## src/rtl/press_classifier.sv

```systemverilog
// press_classifier
// Turns the debounced button level into gesture events: a short press, a long
// press (held for LONG_CNT cycles) or a double press (second press started
// within GAP_CNT cycles of the release). Every event is a registered
// single-cycle pulse. long_active stays high while a long press is held, and
// busy is high whenever a gesture is in progress.

module press_classifier #(
    parameter int CNT_W    = 24,
    parameter int LONG_CNT = 12000000,
    parameter int GAP_CNT  = 3600000
) (
    input  logic clk,
    input  logic rst_n,
    input  logic btn_level,
    output logic short_press,
    output logic long_press,
    output logic double_press,
    output logic long_active,
    output logic busy
);

    typedef enum logic [2:0] {
        S_IDLE,
        S_PRESSED,
        S_WAIT_GAP,
        S_SECOND_HELD,
        S_LONG_HELD
    } state_t;

    // Terminal counts. The counter starts at 0 on the cycle after a state
    // change, so the terminal value is one less than the cycle count.
    localparam logic [CNT_W-1:0] LONG_LAST = CNT_W'(LONG_CNT - 1);
    localparam logic [CNT_W-1:0] GAP_LAST  = CNT_W'(GAP_CNT - 1);
    localparam logic [CNT_W-1:0] CNT_ONE   = CNT_W'(1);

    state_t           state_q;
    logic [CNT_W-1:0] cnt_q;
    logic             btn_prev_q;
    logic             short_q;
    logic             long_q;
    logic             double_q;
    logic             active_q;
    logic             busy_q;

    logic             rise;
    logic             fall;

    // Previous button level for edge detection. Resetting it high means a
    // button held through reset looks like "already pressed" and produces
    // no rise until it has been released and pressed again.
    always_ff @(posedge clk or negedge rst_n) begin
        if (!rst_n) begin
            btn_prev_q <= 1'b1;
        end else begin
            // NOTE: sequential state is always assigned with <= so every
            // register samples the values from before this clock edge.
            btn_prev_q <= btn_level;
        end
    end

    assign rise = btn_level & ~btn_prev_q;
    assign fall = ~btn_level & btn_prev_q;

    // Gesture FSM with its cycle counter and all registered outputs.
    always_ff @(posedge clk or negedge rst_n) begin
        if (!rst_n) begin
            state_q  <= S_IDLE;
            cnt_q    <= '0;
            short_q  <= 1'b0;
            long_q   <= 1'b0;
            double_q <= 1'b0;
            active_q <= 1'b0;
            busy_q   <= 1'b0;
        end else begin
            // NOTE: event pulses default low every cycle; a branch raises one
            // only on the transition that emits it, so each is one cycle wide.
            short_q  <= 1'b0;
            long_q   <= 1'b0;
            double_q <= 1'b0;

            case (state_q)
                S_IDLE: begin
                    if (rise) begin
                        state_q <= S_PRESSED;
                        cnt_q   <= '0;
                        busy_q  <= 1'b1;
                    end
                end

                S_PRESSED: begin
                    // A release on the terminal cycle still counts as short.
                    if (fall) begin
                        state_q <= S_WAIT_GAP;
                        cnt_q   <= '0;
                    end else if (cnt_q == LONG_LAST) begin
                        state_q  <= S_LONG_HELD;
                        cnt_q    <= '0;
                        long_q   <= 1'b1;
                        active_q <= 1'b1;
                    end else begin
                        cnt_q <= cnt_q + CNT_ONE;
                    end
                end

                S_WAIT_GAP: begin
                    // A second press on the last gap cycle is still a double.
                    if (rise) begin
                        state_q  <= S_SECOND_HELD;
                        cnt_q    <= '0;
                        double_q <= 1'b1;
                    end else if (cnt_q == GAP_LAST) begin
                        state_q <= S_IDLE;
                        cnt_q   <= '0;
                        short_q <= 1'b1;
                        busy_q  <= 1'b0;
                    end else begin
                        cnt_q <= cnt_q + CNT_ONE;
                    end
                end

                S_SECOND_HELD: begin
                    // No long detection here; the gesture ends on release.
                    if (fall) begin
                        state_q <= S_IDLE;
                        busy_q  <= 1'b0;
                    end
                end

                S_LONG_HELD: begin
                    if (fall) begin
                        state_q  <= S_IDLE;
                        active_q <= 1'b0;
                        busy_q   <= 1'b0;
                    end
                end

                default: begin
                    state_q  <= S_IDLE;
                    cnt_q    <= '0;
                    active_q <= 1'b0;
                    busy_q   <= 1'b0;
                end
            endcase
        end
    end

    assign short_press  = short_q;
    assign long_press   = long_q;
    assign double_press = double_q;
    assign long_active  = active_q;
    assign busy         = busy_q;

endmodule

```

## config.mk

```make
export PLATFORM = sky130hd
export DESIGN_NAME = press_classifier
export DESIGN_NICKNAME = d
export VERILOG_FILES = /design/src/rtl/press_classifier.sv
export SDC_FILE = /design/constraint.sdc
export NUM_CORES = 1
export LEC_CHECK = 0
export ABC_AREA = 1
export BUFFER_PORTS_ARGS = -buffer_cell sky130_fd_sc_hd__buf_2
export CORE_ASPECT_RATIO = 0.7
export CORE_UTILIZATION = 58
export CTS_BUF_LIST = sky130_fd_sc_hd__clkbuf_4
export DETAILED_ROUTE_END_ITERATION = 12
export GPL_ROUTABILITY_DRIVEN = 1
export PLACE_DENSITY_LB_ADDON = 0.08
export REMOVE_ABC_BUFFERS = 1
export SLEW_MARGIN = 10
export SYNTH_ARGS = -nofsm -noshare
export SYNTH_HDL_FRONTEND = slang
export SYNTH_SLANG_ARGS = --single-unit
```

## constraint.sdc

```tcl
create_clock -name clk -period 1.6 [get_ports clk]
set_clock_uncertainty 0.1 [all_clocks]
set_input_delay 0.32 -clock clk [delete_from_list [all_inputs] [get_ports clk]]
set_output_delay 0.32 -clock clk [all_outputs]
set_load 0.1 [all_outputs]
```

; ---- Word-level counts from Yosys, hierarchy flattened
; Cells that the tools add are included.
[classes]
reduce_logical = 7
n_addsub = 1
n_mul = 0
order_cmp = 0
shift = 0
n_bitwise = 7
eq_ne = 15
div = 0
n_mux = 29
[ops]
columns = cell, count
row1 = $mux 24, 5
row2 = $pmux 24 s4, 1
row3 = $add 24x1->24 const B, 1
row4 = $eq 24x22->1 const B, 1
row5 = $eq 24x24->1 const B, 1
row6 = $mux 3, 6
row7 = $mux 1, 14
row8 = $ne 2x2->1 const B, 6
row9 = $pmux 3 s4, 1
row10 = $reduce_and 4->1, 2
row11 = $eq 3x2->1 const B, 2
row12 = $ne 3x3->1 const B, 2
row13 = $not 1->1, 5
row14 = $reduce_and 5->1, 1
row15 = $pmux 1 s4, 1
row16 = $eq 3x1->1 const B, 1
row17 = $eq 3x3->1 const B, 1
row18 = $logic_not 3->1, 1
row19 = $pmux 1 s3, 1
row20 = $reduce_or 3->1, 1
row21 = $and 1x1->1, 2
row22 = $ne 2x1->1 const B, 1
row23 = $reduce_and 2->1, 1
row24 = $reduce_or 2->1, 1
[totals]
latchBits = 0
memories = 0
output_inout_bits = 5
ff_bits = 33
mem_bits_ro = 0
elab_cells = 67
ram_bits = 0

; ---- Depth between registers and ports, before layout
; Gate-level depths: netlist of the first run.
[depth]
ltp_word = 4
depth_mapped = 11
mapped_depth_nobuf = 11

; ---- Worst setup path before layout of the first run
; No wires, ideal clock.
[synth_timing]
path_kind = register to register
startpoint = register cnt_q[0]
endpoint = register cnt_q[16]
n_path_buf = 0
path_stages_with_launch = 11
t_arrival_ns = 1.378
required_time_ns = 1.379
path_slack_ns = 0.001
cell_sequence = dfrtp_1 > ha_1 > nand2_1 > nor2_4 > nand2_2 > nor2_1 > nand2_1 > nand2_2 > nand2_4 > nor2_8 > nor2_1
[synth_between]
elab_chain_len = 4
[synth_rtl]
columns = item, line_no
row1 = start: declaration, 38  ; logic [CNT_W-1:0] cnt_q;
row2 = start signal: assignment, 102  ; cnt_q <= cnt_q + CNT_ONE;
row3 = start signal: assignment, 118  ; cnt_q <= cnt_q + CNT_ONE;
row4 = $add 24x1->24 (tied with other cells), "102, 118"
row5 = "$mux 24, on equally long branches", "112, 96"
row6 = "$mux 24, on equally long branches", "108, 93"
row7 = $pmux 24 s4 (*), 82  ; case (state_q)
; Every way passes the cells marked *; elsewhere a longest branch is shown, timed or not.
; A chain may end at the register's enable or synchronous reset.

; ---- Worst setup path in the final report of the first run
[layout_timing]
startpoint = register cnt_q[0]
endpoint = register cnt_q[7]
; The elaborated chain is that of the path after synthesis.

==> flow_metrics.env, run 1 <==
export IMPL_status="finished with violations"
export IMPL_violations="negative setup slack"
export IMPL_ys_flop_type="dfrtp_1"
export IMPL_num_antenna_cells=0
export IMPL_grt_pass1_vias=1998
export IMPL_period_needed_ns=1.82
export IMPL_grt_overflow_total=0
export IMPL_cts_htree_levels=2
export IMPL_worstPathArrival_ns=2.01
export IMPL_place_inst=419
export IMPL_drtPass1Iterations=7
export IMPL_worstHoldStart="btn_level"
export IMPL_routed_wl_mm=6.41
export IMPL_area_delta_synth_final_pct=32.2
export IMPL_tightest_slew_ns=0.506
export IMPL_finalMaxSlewViolations=0
export IMPL_seq_area_sq_um=827
export IMPL_via_count=2430
export IMPL_reg2reg_depth=10
export IMPL_syn_inst=326
export IMPL_hp_class="input pin to register"
export IMPL_worstHoldPathCells=1
export IMPL_reg2reg_slack_ns=-0.22
export IMPL_fmax_mhz=548
export IMPL_relSlewSlack=0.665
export IMPL_start_kind="register"
export IMPL_initial_utilization=0.640
export IMPL_crit_buf_inv=4
export IMPL_required_ns=1.79
export IMPL_antenna_left=0
export IMPL_final_cell_mix="100 x nand2_1, 54 x inv_1, 49 x buf_4"
export IMPL_netlist_area_sq_um=2120
export IMPL_io_buffers=7
export IMPL_cts_root_buf="clkbuf_4"
export IMPL_synth_edff_count=0
export IMPL_synth_cell_types=28
export IMPL_critical_path_class="register to register"
export IMPL_cp_cell_sequence="buf_4 > nand3_1 > buf_4 > nor3_1 > nand3_1 > nand2_1 > nand2_1 > inv_1 > nand2_1 > inv_1"
export IMPL_power_density_nw_per_um2=1190
export IMPL_grt_setup_unrepaired="true"
export IMPL_antenna_found_initial=0
export IMPL_ys_warn_count=0
export IMPL_cpLargestDelayFamily="simple AND/OR/NAND/NOR gates"
export IMPL_grtUsageTotal=0.334
export IMPL_synth_seq_cells=33
export IMPL_grt_pass1_wl_mm=9.45
export IMPL_setup_viol=28
export IMPL_min_to="btn_prev_q"
export IMPL_worst_slack_ns=-0.225
export IMPL_drt_iter0_markers=259
export IMPL_avgRoutedWirePerCell_microns=14.6
export IMPL_vdd_drop_max_uv=1180
export IMPL_crit_reg2reg_launch="cnt_q[0]"
export IMPL_cts_buffers=5
export IMPL_synthArstFlopShare=1.00
export IMPL_hold_viol_final=0
export IMPL_stdcell_count=438
export IMPL_final_common_cell="nand2_1"
export IMPL_syn_area_per_cell_sq_um=6.51
export IMPL_die_area_sq_um=3910
export IMPL_row_count=17
export IMPL_finalCritPeriodShare=1.14
export IMPL_viasPerCell=5.55
export IMPL_clock_sinks=33
export IMPL_cts_tree="built"
export IMPL_max_cap_violations=0
export IMPL_gp_congestion=0.981
export IMPL_crit_top_cell="nand2_1"
export IMPL_nFillCells=197
export IMPL_r2r_end="cnt_q[7]"
export IMPL_die_h_microns=52.6
export IMPL_die_w_microns=74.3
export IMPL_coreArea_sq_um=3320
export IMPL_grt_max_degree=18
export IMPL_clk_latency_ns=0.35
export IMPL_clockBufferDepth=2
export IMPL_cpPeakStageDelay_ns=0.37
export IMPL_power_leakage_nw=1.51
export IMPL_finalHoldWorstSlack_ns=0.0512
export IMPL_num_io_pins=8
export IMPL_crit_slowest_cell="dfrtp_1"
export IMPL_critPathCaptureType="register"
export IMPL_seq_area_frac_synth=0.390
export IMPL_nNetsFinal=394
export IMPL_clkTransAtPathRegs_ns=0.11
export IMPL_drc=0
export IMPL_multiInputGateArea_sq_um=1200
export IMPL_crit_fanout=3
export IMPL_drive_gt1_frac=0.263
export IMPL_place_detailed_hpwl_mm=4.38
==> per-stage QoR <==
stage                     power (mW)  setup WS (ns)  setup TNS, ns   util  area (sq um)
final                           3.34         -0.225          -3.01  0.846          2810
after global routing            3.52         -0.281          -4.47  0.846          2810
after CTS                       3.12        -0.0755          -1.17  0.811          2690
after detailed placement        2.36         -0.139          -2.47  0.759          2520
after global placement          2.34         -0.106          -1.76  0.759          2520
after floorplan                 1.81      -0.000218      -0.000218      -          2100
==> layer usage <==
| metal | GRT usage | up-vias | share of wire |
|---|---|---|---|
| li1 | - | 1134 | - |
| met2 | 0.476 | 154 | 0.43 |
| met4 | 0.107 | 0 | 0.027 |
| met5 | 0 | - | 0 |
| met3 | 0.0865 | 22 | 0.11 |
| met1 | 0.488 | 1120 | 0.44 |
==> synth_stat cells (2+ instances only) <==
library cell | n | area [sq um]
nor2_1 | 50 | 188
inv_1 | 54 | 203
xor2_1 | 2 | 17.5
o21ai_0 | 6 | 30.0
nand4_1 | 4 | 25.0
nand2_2 | 5 | 31.3
nand2_1 | 107 | 402
nor3_1 | 6 | 30.0
nand3_1 | 36 | 180
dfrtp_1 | 32 | 801
xnor2_1 | 2 | 17.5
a21oi_1 | 3 | 15.0
nor2_2 | 4 | 25.0
==> report_power, final <==
part,switching (mW),total [mW],leakage [nW],internal [mW]
clock,0.287,0.629,0.0433,0.342
sequential,0.0759,0.992,0.451,0.916
combinational,1.09,1.72,1.02,0.634
==> worst max-delay path by stage <==
stage	startpoint	endpoint	slack (ns)	depth (start not counted)
2_1_floorplan	cnt_q[0]	cnt_q[16]	-0.0002	10
3_3_place_gp	cnt_q[0]	cnt_q[16]	-0.11	10
3_5_place_dp	cnt_q[0]	cnt_q[9]	-0.14	10
4_1_cts	cnt_q[1]	cnt_q[17]	-0.08	10
5_1_grt	cnt_q[0]	cnt_q[7]	-0.28	10
6_report	cnt_q[0]	cnt_q[7]	-0.22	10
==> sequential cells by signal, summed over array words and instances (netlist names) <==
name          flops
busy              1
double_press      1
long_active       1
state_q           3
btn_prev_q        1
cnt_q            24
long_press        1
short_press       1
==> cell type report <==
cell class / count / share of cell area
Clock inverter: 2 / 0.0120
Inverter: 55 / 0.0736
Tap cell: 47 / 0.0210
Timing Repair Buffer: 58 / 0.154
Clock buffer: 6 / 0.0160
Sequential cell: 33 / 0.295
Multi-Input combinational cell: 237 / 0.428
==> what timing repair did <==
item / CTS / global route
pin swaps: 13 / 2
endpoints found under the hold margin: 15 / 0
cloned: 1 / 0
setup buffers: 1 / 8
setup endpoints to repair: 26 / 29
gates resized for setup: 17 / 16
hold buffers: 1 / 0
==> cell families (layout without fill, tap and decap cells) <==
family,Yosys count,in the layout,synth area share
xor gates and xnor gates,4,4,0.0165
and+or+nand+nor,220,221,0.453
buffers and inverters,57,121,0.106
AOI/OAI and AO/OA,11,11,0.0295
adders and majority gates,1,1,0.00589
DFF,33,33,0.390
Note: power is estimated with default switching activity, not from simulation.
==> run 2: changes to the inputs <==
Settings changed: ABC_AREA 1 to 0, CORE_UTILIZATION 58 to 57.
==> run 2 against run 1 <==
The flow still finishes with violations (negative setup slack). Synthesized cell count decreased by 42%. Final cell count down 31%. Clock-buffer cell count grew 1. Critical path type unchanged. First-iteration DRC count shrank 11%. Via count is 16% lower. Die area shrank 12%. Register-to-register slack got worse by 0.45 ns. Routed wire length rose by 6.8%. Combinational power decreased by 8%. Critical endpoint is now cnt_q[10]. Area after synthesis down 13%. Hold slack improved by 0.055 ns.
==> flow_metrics.env, run 2 <==
export IMPL_status="finished with violations"
export IMPL_antenna_found_initial=0
export IMPL_fin_util=0.885
export IMPL_critPathLaunch="cnt_q[1]"
export IMPL_hp_class="input pin to register"
export IMPL_power_leakage_nw=1.25
export IMPL_cpPeakStageDelay_ns=0.39
export IMPL_worstPathArrival_ns=2.39
export IMPL_grt_pass1_wl_mm=8.80
export IMPL_clk_latency_ns=0.35
export IMPL_clock_sinks=33
export IMPL_row_count=16
export IMPL_critPathCaptureType="register"
export IMPL_cts_buffers=5
export IMPL_pre_cts_slack_ns=-0.451
export IMPL_cp_cell_sequence="ha_2 > nand4_1 > nor2_1 > nand4_1 > a2bb2oi_4 > and2_1 > buf_12 > a21oi_1"
export IMPL_ys_warn_count=0
export IMPL_grtUsageTotal=0.340
export IMPL_synth_edff_count=0
export IMPL_cts_root_buf="clkbuf_4"
export IMPL_drt_iter0_markers=230
export IMPL_ys_top_cells_by_area="dfrtp_1 44%, nor2_1 5.5%, xnor2_1 3.3%, xor2_1 2.9%, nand3_1 2.7%"
export IMPL_crit_reg2reg_launch="cnt_q[1]"
export IMPL_top_regs="cnt_q (24), state_q (3)"
export IMPL_drc=0
export IMPL_fin_setup_tns_ns=-16.68
export IMPL_ys_flop_type="dfrtp_1"
export IMPL_syn_area_per_cell_sq_um=9.77
export IMPL_place_detailed_hpwl_mm=3.56
export IMPL_routed_wl_mm=6.85
export IMPL_finalMaxSlewViolations=0
export IMPL_critPathCapture="cnt_q[10]"
export IMPL_final_common_cell="buf_4"
export IMPL_die_h_microns=49.5
export IMPL_design_area_sq_um=2590
export IMPL_stdcell_count=301
export IMPL_gp_congestion=0.950
export IMPL_coreArea_sq_um=2920
export IMPL_fmax_mhz=440
export IMPL_syn_inst=188
export IMPL_required_ns=1.72
export IMPL_tightest_slew_ns=0.511
export IMPL_seq_area_frac_synth=0.450
export IMPL_initial_utilization=0.628
export IMPL_crit_top_cell="nand4_1"
export IMPL_synth_cell_types=50
export IMPL_yosysTopAreaCell="dfrtp_1"
export IMPL_synthArstFlopShare=1.00
export IMPL_grt_pass1_vias=1817
export IMPL_via_count=2050
export IMPL_yosysMostFrequentCell="dfrtp_1"
export IMPL_worst_slack_ns=-0.671
export IMPL_hold_viol_final=0
export IMPL_final_cell_mix="64 x buf_4, 32 x dfrtp_1, 24 x nor2_1"
export IMPL_clkTransAtPathRegs_ns=0.12
export IMPL_vdd_drop_max_uv=950
export IMPL_placed_cell_area_sq_um=2310
export IMPL_grt_max_degree=34
export IMPL_synth_seq_cells=33
export IMPL_max_cap_violations=0
export IMPL_crit_fanout=14
export IMPL_area_delta_synth_final_pct=40.9
export IMPL_nNetsFinal=268
export IMPL_clockBufferDepth=2
export IMPL_place_inst=280
export IMPL_die_w_microns=69.9
export IMPL_r2r_end="cnt_q[10]"
export IMPL_die_area_sq_um=3460
export IMPL_num_antenna_cells=0
export IMPL_relSlewSlack=0.662
export IMPL_cts_htree_levels=2
export IMPL_crit_slowest_cell="dfrtp_1"
export IMPL_period_needed_ns=2.27
export IMPL_p_total_mw=3.05
export IMPL_violations="negative setup slack"
export IMPL_cts_tree="built"
export IMPL_reg2reg_slack_ns=-0.67
export IMPL_grt_setup_unrepaired="true"
export IMPL_critical_path_class="register to register"
export IMPL_avgRoutedWirePerCell_microns=22.8
export IMPL_reg2reg_depth=8
export IMPL_netlist_area_sq_um=1840
export IMPL_io_buffers=7
export IMPL_largest_reg_flops=24
export IMPL_finalHoldWorstSlack_ns=0.106
export IMPL_viasPerCell=6.81
export IMPL_num_io_pins=8
export IMPL_yosysTopAreaCellShare=0.436
export IMPL_finalCritPeriodShare=1.42
export IMPL_power_density_nw_per_um2=1180
export IMPL_regMostFlops="cnt_q"
export IMPL_grt_overflow_total=0
export IMPL_yosys_top_cells_count="32 x dfrtp_1, 27 x nor2_1, 10 x nand3_1"
export IMPL_antenna_left=0
export IMPL_drive_gt1_frac=0.438
export IMPL_start_kind="register"
export IMPL_setup_viol=31
export IMPL_drtPass1Iterations=6
run 2: changes by cell type in the layout (fill, tap and decap cells not counted), sizes merged, moves of 6 or more:
cell,change
buf,+17
nand3,-26
nor2,-27
and3,+8
nor2b,+6
nand2,-104
inv,-50
run 2: critical path: cells and delay by family, from the launching register on:
family	cells	cell delay [ns]
compound gates	2	0.36
buf+inv	1	0.17
simple gates	4	0.93
fa+ha+maj	1	0.19
flops	1	0.39
run 2: layout make-up:
class | instances | area (sq um)
Clock buffer | 7 | 52.6
Clock inverter | 1 | 3.75
Fill cell | 138 | 335
Inverter | 5 | 18.8
Multi-Input combinational cell | 143 | 1050
Sequential cell | 33 | 827
Tap cell | 36 | 45.0
Timing Repair Buffer | 76 | 591
run 2: worst min path at each step:
stage	from	end	slack, ns	depth (start not counted)
after floorplan	rst_n	busy	-0.08	0
after global placement	rst_n	cnt_q[8]	0.26	2
after detailed placement	rst_n	cnt_q[9]	0.28	2
after CTS	btn_level	btn_prev_q	0.11	2
after global routing	btn_level	btn_prev_q	0.11	2
final	btn_level	btn_prev_q	0.11	2
run 2: power by group:
group          internal, mW  total [mW]  switching (mW)
sequential            0.898       0.952          0.0533
combinational         0.721        1.58           0.856
clock                 0.203       0.517           0.314
total                  1.82        3.05            1.22
run 2: what timing repair did:
action / CTS / global route
hold buffers: 1 / 0
resized for setup: 18 / 12
cloned: 0 / 0
buffers inserted: 8 / 4
hold endpoints to repair: 32 / 0
pin swaps: 11 / 2
setup endpoints to repair: 31 / 32
run 2: kinds of logic after synthesis:
group                      count (synthesis)  synth area share
and+or+nand+nor                           95             0.305
AOI/OAI and AO/OA                         33             0.135
buffers and inverters                     12            0.0361
adders and majority gates                  1           0.00681
xor gates and xnor gates                  13            0.0620
muxes                                      1           0.00545
DFF                                       33             0.450
run 2: per-layer routing:
metal / wire [microns] / vias up / global-route usage
met4: 551 / 0 / 0.130
met2: 3110 / 192 / 0.546
met1: 2500 / 970 / 0.442
met3: 688 / 74 / 0.0920
li1: - / 814 / -
met5: 0 / - / 0
==> run 3: changes to the inputs <==
Settings changed: CORE_UTILIZATION 57 to 54, CTS_BUF_LIST sky130_fd_sc_hd__clkbuf_4 to default.
==> run 3 against run 2 <==
The flow still finishes with violations (negative setup slack). Cell area grew 8.9%. Routed wire length shrank 9.5%. Power grew 7.7%. First-iteration DRC count shrank 37%. Clock-buffer cell count shrank 1. Final cell count grew 2.7%. Clock power grew 20%. Hold slack gained 0.049 ns. Critical path type unchanged.
==> flow_metrics.env, run 3 (synthesized netlist as in run 2, its figures left out) <==
export IMPL_status="finished with violations"
export IMPL_violations="negative setup slack"
export IMPL_grt_pass1_vias=1659
export IMPL_cts_tree="built"
export IMPL_relSlewSlack=0.673
export IMPL_hp_class="input pin to register"
export IMPL_nFillCells=152
export IMPL_cts_htree_levels=2
export IMPL_period_needed_ns=2.18
export IMPL_r2r_end="cnt_q[17]"
export IMPL_start_kind="register"
export IMPL_final_cell_mix="66 x buf_4, 32 x dfrtp_1, 14 x nor2_1"
export IMPL_critical_path_class="register to register"
export IMPL_finalCritPeriodShare=1.36
export IMPL_drt_iter0_markers=146
export IMPL_finalMaxSlewViolations=0
export IMPL_num_io_pins=8
export IMPL_stdcell_count=309
export IMPL_setup_viol=31
export IMPL_num_antenna_cells=0
export IMPL_final_common_cell="buf_4"
export IMPL_via_count=1872
export IMPL_avgRoutedWirePerCell_microns=20.0
export IMPL_top_regs="cnt_q (24), state_q (3)"
export IMPL_gp_congestion=0.860
export IMPL_die_area_sq_um=3640
export IMPL_worst_slack_ns=-0.581
export IMPL_tightest_slew_ns=0.494
export IMPL_place_detailed_hpwl_mm=3.42
export IMPL_cpPeakStageDelay_ns=0.38
export IMPL_worstPathArrival_ns=2.25
export IMPL_clk_latency_ns=0.29
export IMPL_critPathCapture="cnt_q[17]"
export IMPL_fmax_mhz=458
export IMPL_crit_fanout=7
export IMPL_pre_cts_slack_ns=-0.498
export IMPL_grt_pass1_wl_mm=8.05
export IMPL_grtUsageTotal=0.301
export IMPL_crit_reg2reg_launch="cnt_q[1]"
export IMPL_area_delta_synth_final_pct=53.4
export IMPL_fin_setup_tns_ns=-15.12
export IMPL_regMostFlops="cnt_q"
export IMPL_viasPerCell=6.06
export IMPL_critPathCaptureType="register"
export IMPL_drc=0
export IMPL_coreArea_sq_um=3190
export IMPL_reg2reg_depth=8
export IMPL_comb_power_share=0.521
export IMPL_cts_buffers=5
export IMPL_max_cap_violations=0
export IMPL_seq_area_sq_um=827
export IMPL_internal_power_mw=1.98
export IMPL_pwr_share_clk=0.189
export IMPL_p_sw_frac=0.398
export IMPL_clock_sinks=33
export IMPL_antenna_left=0
export IMPL_critPathLaunch="cnt_q[1]"
export IMPL_io_buffers=7
export IMPL_clockBufferDepth=2
export IMPL_row_count=17
export IMPL_power_leakage_nw=1.29
export IMPL_routed_wl_mm=6.20
export IMPL_hold_viol_final=0
export IMPL_placed_cell_area_sq_um=2370
export IMPL_nNetsFinal=274
export IMPL_cts_root_buf="clkbuf_8"
export IMPL_largest_reg_flops=24
export IMPL_drive_gt1_frac=0.498
export IMPL_vdd_drop_max_uv=1070
export IMPL_grt_overflow_total=0
export IMPL_power_density_nw_per_um2=1160
export IMPL_initial_utilization=0.576
export IMPL_switchingPower_mw=1.31
export IMPL_required_ns=1.67
export IMPL_reg2reg_slack_ns=-0.58
export IMPL_place_inst=289
export IMPL_antenna_found_initial=0
export IMPL_grt_setup_unrepaired="true"
export IMPL_multiInputGateArea_sq_um=1180
export IMPL_grt_max_degree=34
export IMPL_die_w_microns=71.7
export IMPL_crit_slowest_cell="dfrtp_1"
export IMPL_cp_cell_sequence="ha_2 > nand4_1 > nor2_1 > and3_4 > a2bb2oi_4 > and2_4 > clkbuf_16 > nor2_4"
export IMPL_die_h_microns=50.8
export IMPL_drtPass1Iterations=4
export IMPL_clkTransAtPathRegs_ns=0.07
export IMPL_sequentialPowerShare=0.289
export IMPL_design_area_sq_um=2820
==> run 3: changes by cell type in the layout (fill, tap and decap cells not counted), sizes merged <==
| cell | change |
|---|---|
| clkinv | +1 |
| clkbuf | -1 |
| buf | +6 |
==> run 3: stage by stage <==
stage | hold slack (ns) | util | total power [mW]
2_1_floorplan | -0.0756 | - | 1.50
3_3_place_gp | 0.189 | 0.743 | 2.01
3_5_place_dp | 0.190 | 0.743 | 2.06
4_1_cts | 0.151 | 0.809 | 2.80
5_1_grt | 0.151 | 0.883 | 3.41
6_report | 0.155 | 0.883 | 3.28
==> run 3: worst min-delay path by stage <==
| stage | start | to | cells past startpoint |
|---|---|---|---|
| final | btn_level | btn_prev_q | 2 |
| after CTS | btn_level | btn_prev_q | 2 |
| after global routing | btn_level | btn_prev_q | 2 |
| after floorplan | rst_n | busy | 0 |
| after detailed placement | rst_n | cnt_q[7] | 2 |
| after global placement | rst_n | cnt_q[9] | 2 |
==> run 3: worst max-delay path: cells and delay by family (launching register included) <==
kind | cells | cell delay (ns)
flops | 1 | 0.38
simple gates | 5 | 0.96
compound gates | 1 | 0.22
buf+inv | 1 | 0.19
fa+ha+maj | 1 | 0.21
==> run 3: area by class of cell <==
class	instances	area share
Tap cell	38	0.0169
Clock inverter	2	0.00355
Clock buffer	6	0.0258
Sequential cell	33	0.294
Timing Repair Buffer	82	0.235
Multi-Input combinational cell	143	0.419
Inverter	5	0.00666
==> run 3: repair_timing <==
item | CTS | global route
setup endpoints to repair | 31 | 31
buffers inserted | 5 | 6
endpoints found under the hold margin | 32 | 0
hold buffers | 1 | 0
resized for setup | 20 | 44
gates cloned | 0 | 1
pin swaps | 8 | 19
==> run 3: power by group through the flow <==
stage	combinational (mW)	clock [mW]	sequential, mW
finish	1.71	0.621	0.950
global route	1.79	0.664	0.955
CTS	1.24	0.626	0.941
detailed placement	1.11	0	0.955
global placement	1.06	0	0.950
floorplan	0.474	0	1.03
==> run 3: metal layers <==
layer | up-vias | global-route usage | wire length (microns)
li1 | 825 | - | -
met1 | 939 | 0.423 | 2580
met2 | 91 | 0.454 | 2970
met3 | 17 | 0.0663 | 498
met4 | 0 | 0.118 | 153
met5 | - | 0 | 0
